==> config.mk <==
export PLATFORM = sky130hd
export DESIGN_NAME = fetch_unit
export DESIGN_NICKNAME = d
export VERILOG_FILES = /design/src/rtl/fetch_unit_pkg.sv /design/src/rtl/fetch_unit_predecode.sv /design/src/rtl/fetch_unit.sv
export SDC_FILE = /design/constraint.sdc
export NUM_CORES = 1
export LEC_CHECK = 0
export BUFFER_PORTS_ARGS = -buffer_cell sky130_fd_sc_hd__buf_2
export CAP_MARGIN = 20
export CELL_PAD_IN_SITES_DETAIL_PLACEMENT = 0
export CELL_PAD_IN_SITES_GLOBAL_PLACEMENT = 1
export CORE_MARGIN = 3
export CORE_UTILIZATION = 37
export CTS_BUF_LIST = sky130_fd_sc_hd__clkbuf_2
export DETAILED_ROUTE_END_ITERATION = 12
export PLACE_DENSITY = 0.9
export SETUP_SLACK_MARGIN = 0.05
export SLEW_MARGIN = 20
export SYNTH_ARGS = -nofsm -noshare
export SYNTH_HDL_FRONTEND = slang
export SYNTH_SLANG_ARGS = --single-unit
==> constraint.sdc <==
create_clock -name clk -period 4 [get_ports clk]
set_input_delay 0.2 -clock clk [delete_from_list [all_inputs] [get_ports clk]]
set_output_delay 0.2 -clock clk [all_outputs]
set_load 0.01 [all_outputs]
==> src/rtl/fetch_unit_pkg.sv <==
// Shared instruction definitions for the fetch stage and the control unit:
// MIPS opcode/funct values, the 6-bit pre-decoded instruction codes,
// the default reset PC and the fetch FSM state type.
package fetch_unit_pkg;

    localparam logic [31:0] RESET_PC_DEFAULT = 32'h0000_3000;

    // Primary opcodes (instr[31:26])
    localparam logic [5:0] OP_SPECIAL = 6'h00;
    localparam logic [5:0] OP_J       = 6'h02;
    localparam logic [5:0] OP_JAL     = 6'h03;
    localparam logic [5:0] OP_BEQ     = 6'h04;
    localparam logic [5:0] OP_ORI     = 6'h0D;
    localparam logic [5:0] OP_LUI     = 6'h0F;
    localparam logic [5:0] OP_LW      = 6'h23;
    localparam logic [5:0] OP_SW      = 6'h2B;

    // SPECIAL function codes (instr[5:0])
    localparam logic [5:0] FN_JR      = 6'h08;
    localparam logic [5:0] FN_ADDU    = 6'h21;
    localparam logic [5:0] FN_SUBU    = 6'h23;

    // Pre-decoded instruction codes handed to the decode stage
    localparam logic [5:0] CODE_NOP     = 6'd0;
    localparam logic [5:0] CODE_ADDU    = 6'd1;
    localparam logic [5:0] CODE_SUBU    = 6'd2;
    localparam logic [5:0] CODE_ORI     = 6'd3;
    localparam logic [5:0] CODE_LW      = 6'd4;
    localparam logic [5:0] CODE_SW      = 6'd5;
    localparam logic [5:0] CODE_BEQ     = 6'd6;
    localparam logic [5:0] CODE_LUI     = 6'd7;
    localparam logic [5:0] CODE_J       = 6'd8;
    localparam logic [5:0] CODE_JAL     = 6'd9;
    localparam logic [5:0] CODE_JR      = 6'd10;
    localparam logic [5:0] CODE_UNKNOWN = 6'h3F;

    // RUN: normal fetch. WAIT_DS: redirect latched, still waiting for the delay slot word.
    typedef enum logic {
        ST_RUN     = 1'b0,
        ST_WAIT_DS = 1'b1
    } fetch_state_t;

endpackage

==> src/rtl/fetch_unit_predecode.sv <==
// Combinational pre-decoder: maps a raw 32-bit instruction word onto the
// 6-bit instruction code used by the decode stage.
module instr_predecode
    import fetch_unit_pkg::*;
(
    input  logic [31:0] instr,
    output logic [5:0]  code
);

    logic [5:0] opcode;
    logic [5:0] funct;

    assign opcode = instr[31:26];
    assign funct  = instr[5:0];

    // All-zero word is the canonical nop; otherwise classify by opcode, then funct for SPECIAL
    always_comb begin
        code = CODE_UNKNOWN;
        if (instr == 32'h0000_0000) begin
            code = CODE_NOP;
        end else begin
            case (opcode)
                OP_SPECIAL: begin
                    case (funct)
                        FN_ADDU: code = CODE_ADDU;
                        FN_SUBU: code = CODE_SUBU;
                        FN_JR:   code = CODE_JR;
                        default: code = CODE_UNKNOWN;
                    endcase
                end
                OP_ORI:  code = CODE_ORI;
                OP_LW:   code = CODE_LW;
                OP_SW:   code = CODE_SW;
                OP_BEQ:  code = CODE_BEQ;
                OP_LUI:  code = CODE_LUI;
                OP_J:    code = CODE_J;
                OP_JAL:  code = CODE_JAL;
                default: code = CODE_UNKNOWN;
            endcase
        end
    end

endmodule

==> src/rtl/fetch_unit.sv <==
// IF stage plus IF/ID pipeline register. Owns the PC, fetches from
// instruction memory, pre-decodes the fetched word and resolves
// branch/jump/jr redirects with a single MIPS delay slot.
module fetch_unit
    import fetch_unit_pkg::*;
#(
    parameter logic [31:0] RESET_PC = RESET_PC_DEFAULT
) (
    input  logic        clk,
    input  logic        reset,
    input  logic        stall,
    input  logic        flush,
    input  logic        branch_in,
    input  logic [31:0] branch_addr_in,
    input  logic        jump_in,
    input  logic [25:0] jump_addr_in,
    input  logic        jump_reg_in,
    input  logic [31:0] jump_reg_addr_in,
    output logic [31:0] imem_addr,
    input  logic [31:0] imem_rdata,
    input  logic        imem_ready,
    output logic [31:0] pc_out,
    output logic [31:0] instructure_out,
    output logic [5:0]  instr_code_out,
    output logic        valid_out
);

    fetch_state_t state_q;
    logic [31:0]  pc_q;
    logic [31:0]  tgt_q;
    logic [31:0]  pc_plus4;
    logic [31:0]  ds_pc;
    logic [31:0]  redirect_target;
    logic         redirect_ok;
    logic         redirect_take;
    logic [5:0]   fetched_code;
    logic         ifid_load;
    logic         ifid_bubble;

    instr_predecode u_predecode (
        .instr (imem_rdata),
        .code  (fetched_code)
    );

    assign imem_addr = pc_q;
    assign pc_plus4  = pc_q + 32'd4;

    // The delay slot sits right behind the instruction in decode; targets are relative to it
    assign ds_pc = pc_out + 32'd4;

    // Decode may only redirect while it holds a real instruction and nothing is pending
    assign redirect_ok   = valid_out && !stall && (state_q == ST_RUN);
    assign redirect_take = redirect_ok && (jump_reg_in || jump_in || branch_in);

    // Next-target mux, jr has highest priority, then j/jal, then taken branch
    always_comb begin
        redirect_target = ds_pc + (branch_addr_in << 2);
        if (jump_in) begin
            redirect_target = {ds_pc[31:28], jump_addr_in, 2'b00};
        end
        if (jump_reg_in) begin
            redirect_target = jump_reg_addr_in;
        end
    end

    // IF/ID update rule is the same in both FSM states; flush beats stall
    assign ifid_load   = !flush && !stall && imem_ready;
    assign ifid_bubble = flush || (!stall && !imem_ready);

    // PC, latched redirect target and FSM state
    always_ff @(posedge clk or posedge reset) begin
        if (reset) begin
            state_q <= ST_RUN;
            pc_q    <= RESET_PC;
            tgt_q   <= 32'h0000_0000;
        end else begin
            case (state_q)
                ST_RUN: begin
                    if (!stall) begin
                        if (imem_ready) begin
                            pc_q <= redirect_take ? redirect_target : pc_plus4;
                        end else if (redirect_take) begin
                            tgt_q   <= redirect_target;
                            state_q <= ST_WAIT_DS;
                        end
                    end
                end
                ST_WAIT_DS: begin
                    if (!stall && imem_ready) begin
                        pc_q    <= tgt_q;
                        state_q <= ST_RUN;
                    end
                end
                default: begin
                    state_q <= ST_RUN;
                end
            endcase
        end
    end

    // IF/ID pipeline register: capture the fetched word, insert a bubble, or hold
    always_ff @(posedge clk or posedge reset) begin
        if (reset) begin
            pc_out          <= 32'h0000_0000;
            instructure_out <= 32'h0000_0000;
            instr_code_out  <= CODE_NOP;
            valid_out       <= 1'b0;
        end else if (ifid_load) begin
            pc_out          <= pc_q;
            instructure_out <= imem_rdata;
            instr_code_out  <= fetched_code;
            valid_out       <= 1'b1;
        end else if (ifid_bubble) begin
            instructure_out <= 32'h0000_0000;
            instr_code_out  <= CODE_NOP;
            valid_out       <= 1'b0;
        end
    end

endmodule

==> results.sh <==
export IMPL_synth_warnings=0
export IMPL_arrival_ns=4.47
export IMPL_clock_sinks=135
export IMPL_post_route_worst_setup_slack_ns=0.1892
export IMPL_ios=233
export IMPL_postSynthCellCount=1003
export IMPL_crit_family="buffers and inverters"
export IMPL_start_util=0.3787
export IMPL_vias_per_cell=5.444
export IMPL_crit_buf_inv=2
export IMPL_criticalPathCategory="reg2reg"
export IMPL_num_antenna_cells=0
export IMPL_seq_area_frac_synth=0.3792
export IMPL_p_per_area_nw_per_um2=546.3
export IMPL_finalClockSkew_ns=0.04436
export IMPL_setup_violations=0
export IMPL_hpwl_um=21540
export IMPL_fin_crit_sh=0.9527
export IMPL_synth_flop_cell="dfrtp_1"
export IMPL_dieWidth_um=161.2
export IMPL_syn_nets=1170
export IMPL_synth_edf_count=0
export IMPL_drt_wl_total_um=30070
export IMPL_async_flop_share=1.000
export IMPL_crit_fanout=5
export IMPL_rsz0062_at_grt="false"
export IMPL_layout_nets=1492
export IMPL_timing_hold_ws_ns=0.1049
export IMPL_pre_cts_slack_ns=0.2707
export IMPL_clk_latency_ns=0.70
export IMPL_end_kind="register"
export IMPL_netlist_area_sq_um=8915
export IMPL_drc=0
export IMPL_grt_first_pass_wirelength_um=47180
export IMPL_cpMaxStageDelayCell="dlygate4sd3_1"
export IMPL_maxCapViolations=0
export IMPL_core_area_sq_um=23540
export IMPL_ys_types=74
export IMPL_cts_tree="yes"
export IMPL_outcome="finished clean"
export IMPL_gp_congestion=0.9135
export IMPL_fmax_ghz=0.2624
export IMPL_fin_util=0.4955
export IMPL_tightest_slew_ns=0.9585
export IMPL_antenna_found_initial=1
export IMPL_fin_crit_ns=3.811
export IMPL_tns_ns=0
export IMPL_final_hold_viol_count=0
export IMPL_cts_root_buffer="clkbuf_2"
export IMPL_dr_pass1_iters=5
export IMPL_h_tree_depth=4
export IMPL_critical_path_max_stage_delay_ns=0.58
export IMPL_power_mw=6.373
export IMPL_synth_area_per_cell_sq_um=8.888
export IMPL_antenna_left=0
export IMPL_grt_pass1_vias=8789
export IMPL_grt_overflow_total=0
export IMPL_final_cell_mix="buf_2, dfrtp_1, nand2_1"
export IMPL_drtIter0Drc=859
export IMPL_grt_max_degree=103
export IMPL_wl_per_cell_um=18.15
export IMPL_dieArea_sq_um=25990
export IMPL_cp_common_cell="nand2_1"
export IMPL_hp_class="in2reg"
export IMPL_area_delta_synth_final_pct=30.86
export IMPL_crit_chain="ha_1 > xor2_1 > ha_1 > a21o_2 > a21o_2 > nand2_1 > nand2_1 > xnor2_1 > o211ai_1 > o21a_1 > dlygate4sd3_1 > nand2_1 > dlygate4sd3_1 > nand2_1"
export IMPL_crit_required_ns=4.65
export IMPL_vdd_drop_max_mv=0.1895
export IMPL_cts_buffer_depth=2
export IMPL_grt_util_all_layers=0.2252
export IMPL_layout_commonest_cell="buf_2"
export IMPL_numCtsBuffers=17
export IMPL_io_buffers=230
export IMPL_drive_above_1_share=0.2713
export IMPL_num_vias=9021
export IMPL_report_final_slew_viol_count=0
export IMPL_row_count=56
export IMPL_leakage_nw=5.495
export IMPL_critPathLaunchType="register"
export IMPL_die_y_um=161.2
export IMPL_clk_pin_slew_worst_paths_ns=0.23
export IMPL_timing_slew_headroom=0.3610
export IMPL_ys_ff_latch=135
[repair_timing]
item                                   CTS  global route
hold buffers                            92             0
setup endpoints to repair                0            21
gates resized for setup                  0             7
endpoints found under the hold margin  197             0
buffers inserted                         0            10
[cell type report]
class                           count  area, sq um
Clock buffer                       18        90.09
Clock inverter                     14        147.6
Fill cell                        2232        11880
Inverter                           27        106.4
Multi-Input combinational cell    783         5174
Sequential cell                   135         3385
Tap cell                          319        399.1
Timing Repair Buffer              361         2365
[state kept, by name, summed over array words and instances (netlist names)]
register / cells
imem_addr: 32
instr_code_out: 5
instructure_out: 32
pc_out: 32
state_q: 1
tgt_q: 32
valid_out: 1
[power by group]
group	total, mW	internal (mW)	switching (mW)
logic	3.28	1.50	1.78
clock network	0.837	0.294	0.543
registers	2.25	1.76	0.490
total	6.37	3.56	2.81
[cells in the mapped netlist, types with 21 or more instances]
cell type    n  area, sq um
nand3_1     36        180.2
xnor2_1     41        359.1
and3_1      25        156.4
a22o_1      33        289.0
nand2_1    113        424.2
nor2_1      56        210.2
mux2_2      31        349.1
o21ai_0     91        455.4
clkbuf_1    43        161.4
xor2_1      21        183.9
a21oi_1     88        440.4
ha_1        36        450.4
dfrtp_1    133         3328
inv_1       25        93.84
[worst paths after layout]
path,to,depth (start not counted),slack (ns),start
setup reg to reg,tgt_q[8],14,0.19,pc_out[3]
hold reg to reg,tgt_q[10],2,0.50,tgt_q[10]
min in group asynchronous,pc_out[31],3,0.21,reset
hold / removal,tgt_q[10],5,0.10,jump_addr_in[8]
max in group asynchronous,imem_addr[10],4,2.69,reset
setup / recovery,tgt_q[8],14,0.19,pc_out[3]
[cell families (layout without fill, tap and decap cells)]
family | count (synthesis) | count (layout) | synth area share
fa+ha+maj | 37 | 37 | 0.05277
buf+inv | 85 | 420 | 0.04323
flops | 135 | 135 | 0.3792
simple gates | 311 | 311 | 0.1690
compound gates | 333 | 333 | 0.2456
mux | 40 | 40 | 0.04926
xor+xnor | 62 | 62 | 0.06091
[layer usage]
metal / vias up / part of all wire / global-route usage
met5: - / 0.00023 / 0
met4: 2 / 0.016 / 0.04771
met3: 34 / 0.079 / 0.05130
met2: 377 / 0.46 / 0.3642
met1: 4268 / 0.44 / 0.3110
li1: 4340 / - / -
[per-stage QoR]
step,instance area (sq um),cells
after CTS,11570,1647
after floorplan,8915,1003
after detailed placement,10420,1523
after global placement,10420,1523
after global routing,11670,1657
final,11670,1657
[worst register-to-register path, stage by stage (launching register included)]
cell and delay (ns):
dfrtp_2 0.48, ha_1 0.26, xor2_1 0.17, ha_1 0.36, a21o_2 0.24, a21o_2 0.24
nand2_1 0.07, nand2_1 0.06, xnor2_1 0.13, o211ai_1 0.34, o21a_1 0.19, dlygate4sd3_1 0.55
nand2_1 0.05, dlygate4sd3_1 0.58, nand2_1 0.06
(Power assumes the default switching activity.)
